===== src/rtl/dadda_mul16_seq.sv =====
// rtl/dadda_mul16_seq.sv - 16x16 unsigned multiplier sequenced over a shared external 8x8 Dadda core
// Four partial products (lo*lo, lo*hi, hi*lo, hi*hi) are accumulated one per cycle into a 32-bit product.
module dadda_mul16_seq #(
  parameter int BIT = 8
) (
  input  logic               clk,
  input  logic               rst_n,
  input  logic               in_valid,
  output logic               in_ready,
  input  logic [2*BIT-1:0]   in_a,
  input  logic [2*BIT-1:0]   in_b,
  output logic               out_valid,
  input  logic               out_ready,
  output logic [4*BIT-1:0]   out_p,
  output logic               busy,
  output logic [BIT-1:0]     core_a,
  output logic [BIT-1:0]     core_b,
  input  logic [2*BIT-1:0]   core_p
);

  typedef enum logic [1:0] {
    S_IDLE = 2'd0,
    S_MUL  = 2'd1,
    S_DONE = 2'd2
  } state_t;

  state_t             r_state;
  state_t             w_next;
  logic [1:0]         r_step;
  logic [2*BIT-1:0]   r_a;
  logic [2*BIT-1:0]   r_b;
  logic [4*BIT-1:0]   r_acc;
  logic [4*BIT-1:0]   w_pp;
  logic               w_accept;

  always_ff @(posedge clk or negedge rst_n) begin
    if (!rst_n) begin
      r_state <= S_IDLE;
    end else begin
      r_state <= w_next;
    end
  end

  // Step bit 1 selects the high half of A, step bit 0 the high half of B.
  always_comb begin
    w_next    = r_state;
    in_ready  = 1'b0;
    busy      = 1'b1;
    core_a    = '0;
    core_b    = '0;
    out_valid = 1'b0;
    out_p     = '0;
    case (r_state)
      S_IDLE: begin
        busy     = 1'b0;
        in_ready = rst_n;
        if (in_valid) begin
          w_next = S_MUL;
        end
      end
      S_MUL: begin
        core_a = r_step[1] ? r_a[2*BIT-1:BIT] : r_a[BIT-1:0];
        core_b = r_step[0] ? r_b[2*BIT-1:BIT] : r_b[BIT-1:0];
        if (r_step == 2'd3) begin
          w_next = S_DONE;
        end
      end
      S_DONE: begin
        out_valid = 1'b1;
        out_p     = r_acc;
        in_ready  = out_ready;
        if (out_ready) begin
          w_next = in_valid ? S_MUL : S_IDLE;
        end
      end
      default: begin
        w_next = S_IDLE;
      end
    endcase
  end

  assign w_accept = in_valid & in_ready;

  always_comb begin
    w_pp = '0;
    case (r_step)
      2'd0:    w_pp = {{(2*BIT){1'b0}}, core_p};
      2'd1,
      2'd2:    w_pp = {{BIT{1'b0}}, core_p, {BIT{1'b0}}};
      default: w_pp = {core_p, {(2*BIT){1'b0}}};
    endcase
  end

  always_ff @(posedge clk or negedge rst_n) begin
    if (!rst_n) begin
      r_a    <= '0;
      r_b    <= '0;
      r_step <= 2'd0;
      r_acc  <= '0;
    end else if (w_accept) begin
      r_a    <= in_a;
      r_b    <= in_b;
      r_step <= 2'd0;
      r_acc  <= '0;
    end else if (r_state == S_MUL) begin
      r_acc  <= r_acc + w_pp;
      r_step <= r_step + 2'd1;
    end
  end

endmodule


===== config.mk =====
export PLATFORM = sky130hd
export DESIGN_NAME = dadda_mul16_seq
export DESIGN_NICKNAME = d
export VERILOG_FILES = /design/src/rtl/dadda_mul16_seq.sv
export SDC_FILE = /design/constraint.sdc
export NUM_CORES = 1
export LEC_CHECK = 0
export BUFFER_PORTS_ARGS = -buffer_cell sky130_fd_sc_hd__buf_2
export CAP_MARGIN = 20
export CORE_MARGIN = 5
export CORE_UTILIZATION = 60
export CTS_CLUSTER_SIZE = 24
export DETAILED_ROUTE_END_ITERATION = 10
export GPL_ROUTABILITY_DRIVEN = 0
export GPL_TIMING_DRIVEN = 1
export PLACE_DENSITY = 0.91
export SYNTH_ARGS = -nofsm -noshare
export SYNTH_HDL_FRONTEND = slang
export SYNTH_SLANG_ARGS = --single-unit

===== constraint.sdc =====
create_clock -name clk -period 10.3 [get_ports clk]
set_input_delay 1.03 -clock clk [delete_from_list [all_inputs] [get_ports clk]]
set_output_delay 1.03 -clock clk [all_outputs]
set_load 0.02 [all_outputs]

## Word level (Yosys, flattened, before mapping)

Index checks and enable logic that the tools add are counted.

| storage, ports and cells | value |
|---|---|
| register bits after elaboration | 68 |
| bits in latches | 0 |
| RAM bits | 0 |
| bits in read-only memories | 0 |
| input bits | 52 |
| output and inout bits | 51 |
| memories | 0 |

| cells by class | value |
|---|---|
| add/sub/neg operators | 2 |
| $mul | 0 |
| divide/modulo/power cells | 0 |
| magnitude comparators | 0 |
| eq/ne operators | 8 |
| shift operators | 0 |
| mux-type cells | 18 |
| bitwise gates (word level) | 1 |
| reduce and logical (&&, ||, !) cells | 5 |

Operator list:

| operator | count |
|---|---|
| two-way mux 32 bit | 3 |
| case mux 32 bit (2 select lines) | 1 |
| adder 32 bit | 1 |
| two-way mux 8 bit | 4 |
| two-way mux 2 bit | 5 |
| == test 2 bit, second input constant | 3 |
| inequality test 2 bit, second input constant | 3 |
| case mux 2 bit (3 select lines) | 1 |
| == test 2 x 1 -> 1 bit, second input constant | 2 |
| logical NOT 2 bit | 2 |
| two-way mux 1 bit | 3 |
| AND reduction 3 bit | 1 |
| adder 2 x 1 -> 2 bit, second input constant | 1 |
| case mux 1 bit (2 select lines) | 1 |
| nonzero test 2 bit | 1 |
| OR reduction 2 bit | 1 |
| AND 1 bit | 1 |

## Depth between registers and ports, before layout

| logic depth | value |
|---|---|
| depth after elaboration | 6 |
| depth in mapped cells | 19 |
| gate-level depth less buffers | 16 |

## Least setup slack after synthesis

Ideal clock, no wire load.

| path | value |
|---|---|
| path kind | reg-to-reg |
| start | reg r_step[0] |
| end | reg r_acc[31] |
| arrival time | 4,029 ps |
| slack | 6,195 ps |
| stages on the path, launching flop included | 20 |
| period minus slack after synthesis | 4,105 ps |
| cells stage by stage | dfrtp_1 > clkbuf_1 > inv_1 > ha_1 > clkbuf_1 > nor2b_1 > clkbuf_1 > a22o_1 > ha_1 > buf_6 > a2111oi_4 > o21ai_2 > a21boi_2 > nor2_1 > a211oi_2 > nor4_1 > a2111oi_2 > xnor2_1 > or3_1 > o21ai_1 |

| on the way | value |
|---|---|
| cells in the longest elaborated chain, start to end | 6 |

Ends and longest elaborated chain:

| what | line | RTL |
|---|---|---|
| start: declaration | 29 | `logic [1:0] r_step;` |
| start signal: assignment | 107 | `r_step <= r_step + 2'd1;` |
| == test 2 x 1 -> 1 bit / == test 2 bit (equally long branches) | 86 | `case (r_step)` |
| OR reduction 2 bit | 86 |  |
| case mux 32 bit (2 select lines) * | 86 |  |
| adder 32 bit * | 106 | `r_acc <= r_acc + w_pp;` |
| two-way mux 32 bit * | 105 | `end else if (r_state == S_MUL) begin` |
| two-way mux 32 bit * | 100 | `end else if (w_accept) begin` |
| end signal: assignment | 106 |  |
| end: declaration | 32 | `logic [4*BIT-1:0] r_acc;` |

Every way passes the cells marked *; elsewhere a longest branch is shown, timed or not. The select of a mux whose other input is x is not followed.
A chain may end at the register's enable or synchronous reset.

## Worst setup path after layout

| path | value |
|---|---|
| start | reg r_step[0] |
| end | reg r_acc[28] |

Same word-level chain as after synthesis.

==> metrics.txt <==
# TYPE chip_impl_metric gauge
chip_impl_metric{name="max_slew.worst_pin.slew",unit="ns"} 1.07
chip_impl_metric{name="final_total_pwr",unit="W"} 0.00210
chip_impl_metric{name="routed_wire_length_per_instance",unit="um"} 17.6
chip_impl_metric{name="setup-violations-final",unit=""} 0
chip_impl_info{name="status",value="complete, no violations"} 1
chip_impl_metric{name="rows",unit=""} 32
chip_impl_metric{name="dp_slack",unit="ns"} 5.82
chip_impl_metric{name="yosys.area_share.adder",unit="%"} 8.89
chip_impl_metric{name="grt_overflow_total",unit=""} 0
chip_impl_info{name="critPathLaunchType",value="flip-flop"} 1
chip_impl_metric{name="synth-compound-area-share",unit="%"} 18.0
chip_impl_info{name="clock-root-buffer",value="clkbuf_8"} 1
chip_impl_metric{name="worst_ep_arrival_time",unit="ns"} 4.86
chip_impl_metric{name="clkSlewWorstSetupHoldPaths",unit="ns"} 0.09
chip_impl_metric{name="post-route-period-util",unit="%"} 44.8
chip_impl_metric{name="place_hpwl",unit="um"} 9500
chip_impl_metric{name="antenna_left",unit=""} 0
chip_impl_metric{name="hold_slack",unit="ns"} 0.517
chip_impl_metric{name="nets",unit=""} 716
chip_impl_metric{name="post_syn_nets",unit=""} 630
chip_impl_metric{name="syn-mean-instance-area",unit="um2"} 8.95
chip_impl_metric{name="share_of_flip_flops_with_an_asynchronous_set_or_reset_after_synthesis",unit="%"} 100
chip_impl_info{name="timing_worst_setup_path_type",value="flip-flop to flip-flop"} 1
chip_impl_info{name="hold_class",value="flip-flop to flip-flop"} 1
chip_impl_metric{name="yosys-mux-area-fraction",unit="%"} 11.1
chip_impl_metric{name="power.leakage",unit="nW"} 2.75
chip_impl_metric{name="hold_viol_final",unit=""} 0
chip_impl_metric{name="clock_insertion_delay_worst_skew",unit="ns"} 0.36
chip_impl_metric{name="portion_of_the_post_synthesis_area_used_by_sequential_elements",unit="%"} 34.9
chip_impl_metric{name="tritoncts.num_buffers",unit=""} 9
chip_impl_metric{name="die_width",unit="um"} 100
chip_impl_metric{name="diodes",unit=""} 0
chip_impl_metric{name="report.final.slew_viol_count",unit=""} 0
chip_impl_metric{name="cts_buffer_depth",unit=""} 2
chip_impl_metric{name="detail_route.iter0.violations",unit=""} 266
chip_impl_metric{name="number_of_hold_repair_buffers_added_at_the_cts_stage",unit=""} 0
chip_impl_metric{name="max_cap_violations",unit=""} 0
chip_impl_metric{name="critical_path.max_fanout",unit=""} 27
chip_impl_metric{name="die_height",unit="um"} 100
chip_impl_metric{name="fin_skew",unit="ns"} 0.00543
chip_impl_metric{name="detail_route.vias_per_cell",unit=""} 6.07
chip_impl_metric{name="clock_sinks",unit=""} 68
chip_impl_metric{name="reg2reg_setup_slack",unit="ns"} 5.69
chip_impl_metric{name="htree_levels",unit=""} 3
chip_impl_metric{name="port_bufs",unit=""} 102
chip_impl_metric{name="postCtsResizedCells",unit=""} 0
chip_impl_metric{name="drt_wl_total",unit="um"} 13000
chip_impl_metric{name="dieArea",unit="mm2"} 0.0100
chip_impl_metric{name="power_density",unit="mW/mm2"} 370
chip_impl_metric{name="fraction_of_layout_cells_with_a_size_suffix_above_1",unit="%"} 25.8
chip_impl_metric{name="initial_core_util",unit="%"} 62.4
chip_impl_metric{name="fillCellCount",unit=""} 572
chip_impl_metric{name="synth_cell_types",unit=""} 50
chip_impl_metric{name="netlist_area",unit="mm2"} 0.00487
chip_impl_metric{name="final.setup.tns",unit="ns"} 0
chip_impl_metric{name="floorplan.io_pins",unit=""} 103
chip_impl_metric{name="critical_path_required",unit="ns"} 10.55
chip_impl_info{name="tritoncts",value="built"} 1
chip_impl_metric{name="antenna_violations_before_repair",unit=""} 0
chip_impl_metric{name="synthXorXnorAreaFrac",unit="%"} 4.68
chip_impl_info{name="cp-end-kind",value="flip-flop"} 1
chip_impl_metric{name="remaining_drc_errors",unit=""} 0
chip_impl_metric{name="core_region_area",unit="mm2"} 0.00781
chip_impl_metric{name="via_total_after_detailed_routing",unit=""} 4477
chip_impl_metric{name="register_bit_total_from_synthesis",unit=""} 68
chip_impl_metric{name="synthToLayoutAreaGrowth",unit="%"} 16.3
chip_impl_metric{name="setup_ws",unit="ns"} 5.69
chip_impl_metric{name="number_of_enable_flip_flop_cells_after_synthesis",unit=""} 0
chip_impl_metric{name="grt_start_max_net_pins",unit=""} 71
chip_impl_metric{name="firstDrtPassIters",unit=""} 5
chip_impl_metric{name="synth_simple_gate_area_share",unit="%"} 19.1
chip_impl_info{name="synth_top_family_by_area",value="simple AND/OR/NAND/NOR gates"} 1
chip_impl_metric{name="via_count_of_the_first_global_routing_pass",unit=""} 4561
chip_impl_metric{name="synthesis.yosys.warnings",unit=""} 0
chip_impl_metric{name="worst_slew_slack_as_a_fraction_of_its_limit",unit="%"} 28.8
chip_impl_metric{name="netlist_instances",unit=""} 544
chip_impl_info{name="unrepaired_setup_endpoints_after_global_routing",value="false"} 1
chip_impl_metric{name="time_the_final_worst_path_needs_with_i_o_delays_and_setup",unit="ns"} 4.61
chip_impl_metric{name="first_pass_grt_wire_length",unit="um"} 21600
chip_impl_info{name="synth-main-ff-cell",value="dfrtp_1"} 1
chip_impl_metric{name="postCtsSetupRepairBufs",unit=""} 0
chip_impl_metric{name="worst_ir_drop_vdd",unit="uV"} 244
chip_impl_metric{name="grt_usage",unit="%"} 26.7
chip_impl_metric{name="max_clock_freq",unit="MHz"} 217
-- per-stage QoR --
stage / instances / util, % / instance area (um2)
after CTS: 735 / 72.1 / 5630
after detailed placement: 719 / 69.4 / 5420
after floorplan: 544 / - / 4870
after global placement: 718 / 69.3 / 5410
final: 737 / 72.5 / 5660
after global routing: 737 / 72.5 / 5660
-- placed cells by master, fill, tap and decap left out, types with 5 or more instances in the layout --
master	instances
a21o_1	10
a21oi_1	33
a22o_1	8
a22oi_1	8
and2_1	48
buf_2	102
clkbuf_8	9
dfrtp_1	68
ha_1	33
inv_1	9
mux2_2	32
mux2i_1	18
nand2_1	53
nand3_1	11
nand4_1	5
nor2_1	43
nor2b_1	7
o21ai_0	27
o21ai_1	17
o22ai_1	8
o31ai_1	5
xnor2_1	16
xor2_1	10
-- power breakdown --
part	internal [W]	switching (W)	leakage, nW
logic	0.000548	0.000797	1.82
clock network	0.000116	0.000122	0.0988
registers	0.000402	0.000110	0.835
total	0.00107	0.00103	2.75
-- logic make-up (layout without fill, tap and decap cells) --
logic type,Yosys count,in the layout
and+or+nand+nor,189,189
AOI/OAI and AO/OA,137,137
DFF,68,68
muxes,50,50
buffers and inverters,40,131
adders and majority gates,34,34
xor gates and xnor gates,26,26
-- state kept, by name, indices dropped and copies added, names as in the netlist --
register	cells
r_state	2
r_b	16
r_a	16
r_step	2
r_acc	32
-- cell usage after synthesis (all sizes together), types with 5 or more instances --
master	instances	share of area, %
clkbuf	25	1.9
o22ai	8	1.0
xor2	10	1.8
nand3	11	1.1
a21oi	33	3.4
nor2b	9	1.2
mux2	32	7.4
nor2	43	3.3
o21ai	45	4.7
ha	33	8.5
nand2	53	4.1
buf	6	0.64
o31ai	5	0.77
inv	9	0.69
a21o	10	1.5
nand4	5	0.64
a22o	8	1.4
dfrtp	68	35
mux2i	18	3.7
and2	48	6.2
xnor2	16	2.9
a22oi	8	1.2
-- metal layers --
layer  global-route usage, %  vias to the layer above  wire length, um
met1                    34.2                     2094             5200
met2                    43.9                      227             6210
met4                    11.6                        0              376
met3                    5.28                       44             1200
li1                        -                     2112                -
met5                       0                        -                0
-- path summary, 6_finish.rpt --
path	from	to	cells after the start
max	r_step[0]	r_acc[28]	15
min	r_b[5]	r_b[5]	1
max reg2reg	r_step[0]	r_acc[28]	15
min reg2reg	r_b[5]	r_b[5]	1
max in group asynchronous	rst_n	r_acc[5]	2
min in group asynchronous	rst_n	r_acc[25]	2
-- worst max-delay path, cell delays in order, from the launching register on --
cell and delay [ns]:
dfrtp_1 0.73, ha_1 0.78, nor2b_1 0.25, and2_1 0.23, ha_1 0.20, fa_1 0.41
a21oi_1 0.22, o21ai_1 0.12, nand3_1 0.10, nand3_1 0.10, a21oi_1 0.27, o21ai_1 0.17
a221o_1 0.37, a41oi_1 0.27, mux2i_1 0.22, nand2_1 0.06
-- cell type report --
cell class | instances | area [um2] | share of cell area [%]
clock inverter | 7 | 82.6 | 1.46
sequential | 68 | 1700 | 30.0
tap | 102 | 128 | 2.25
timing repair buffer | 106 | 564 | 9.96
inverter | 9 | 33.8 | 0.597
multi-input combinational | 436 | 3030 | 53.5
clock buffer | 9 | 124 | 2.19
Power figures use the tool's default switching activity.
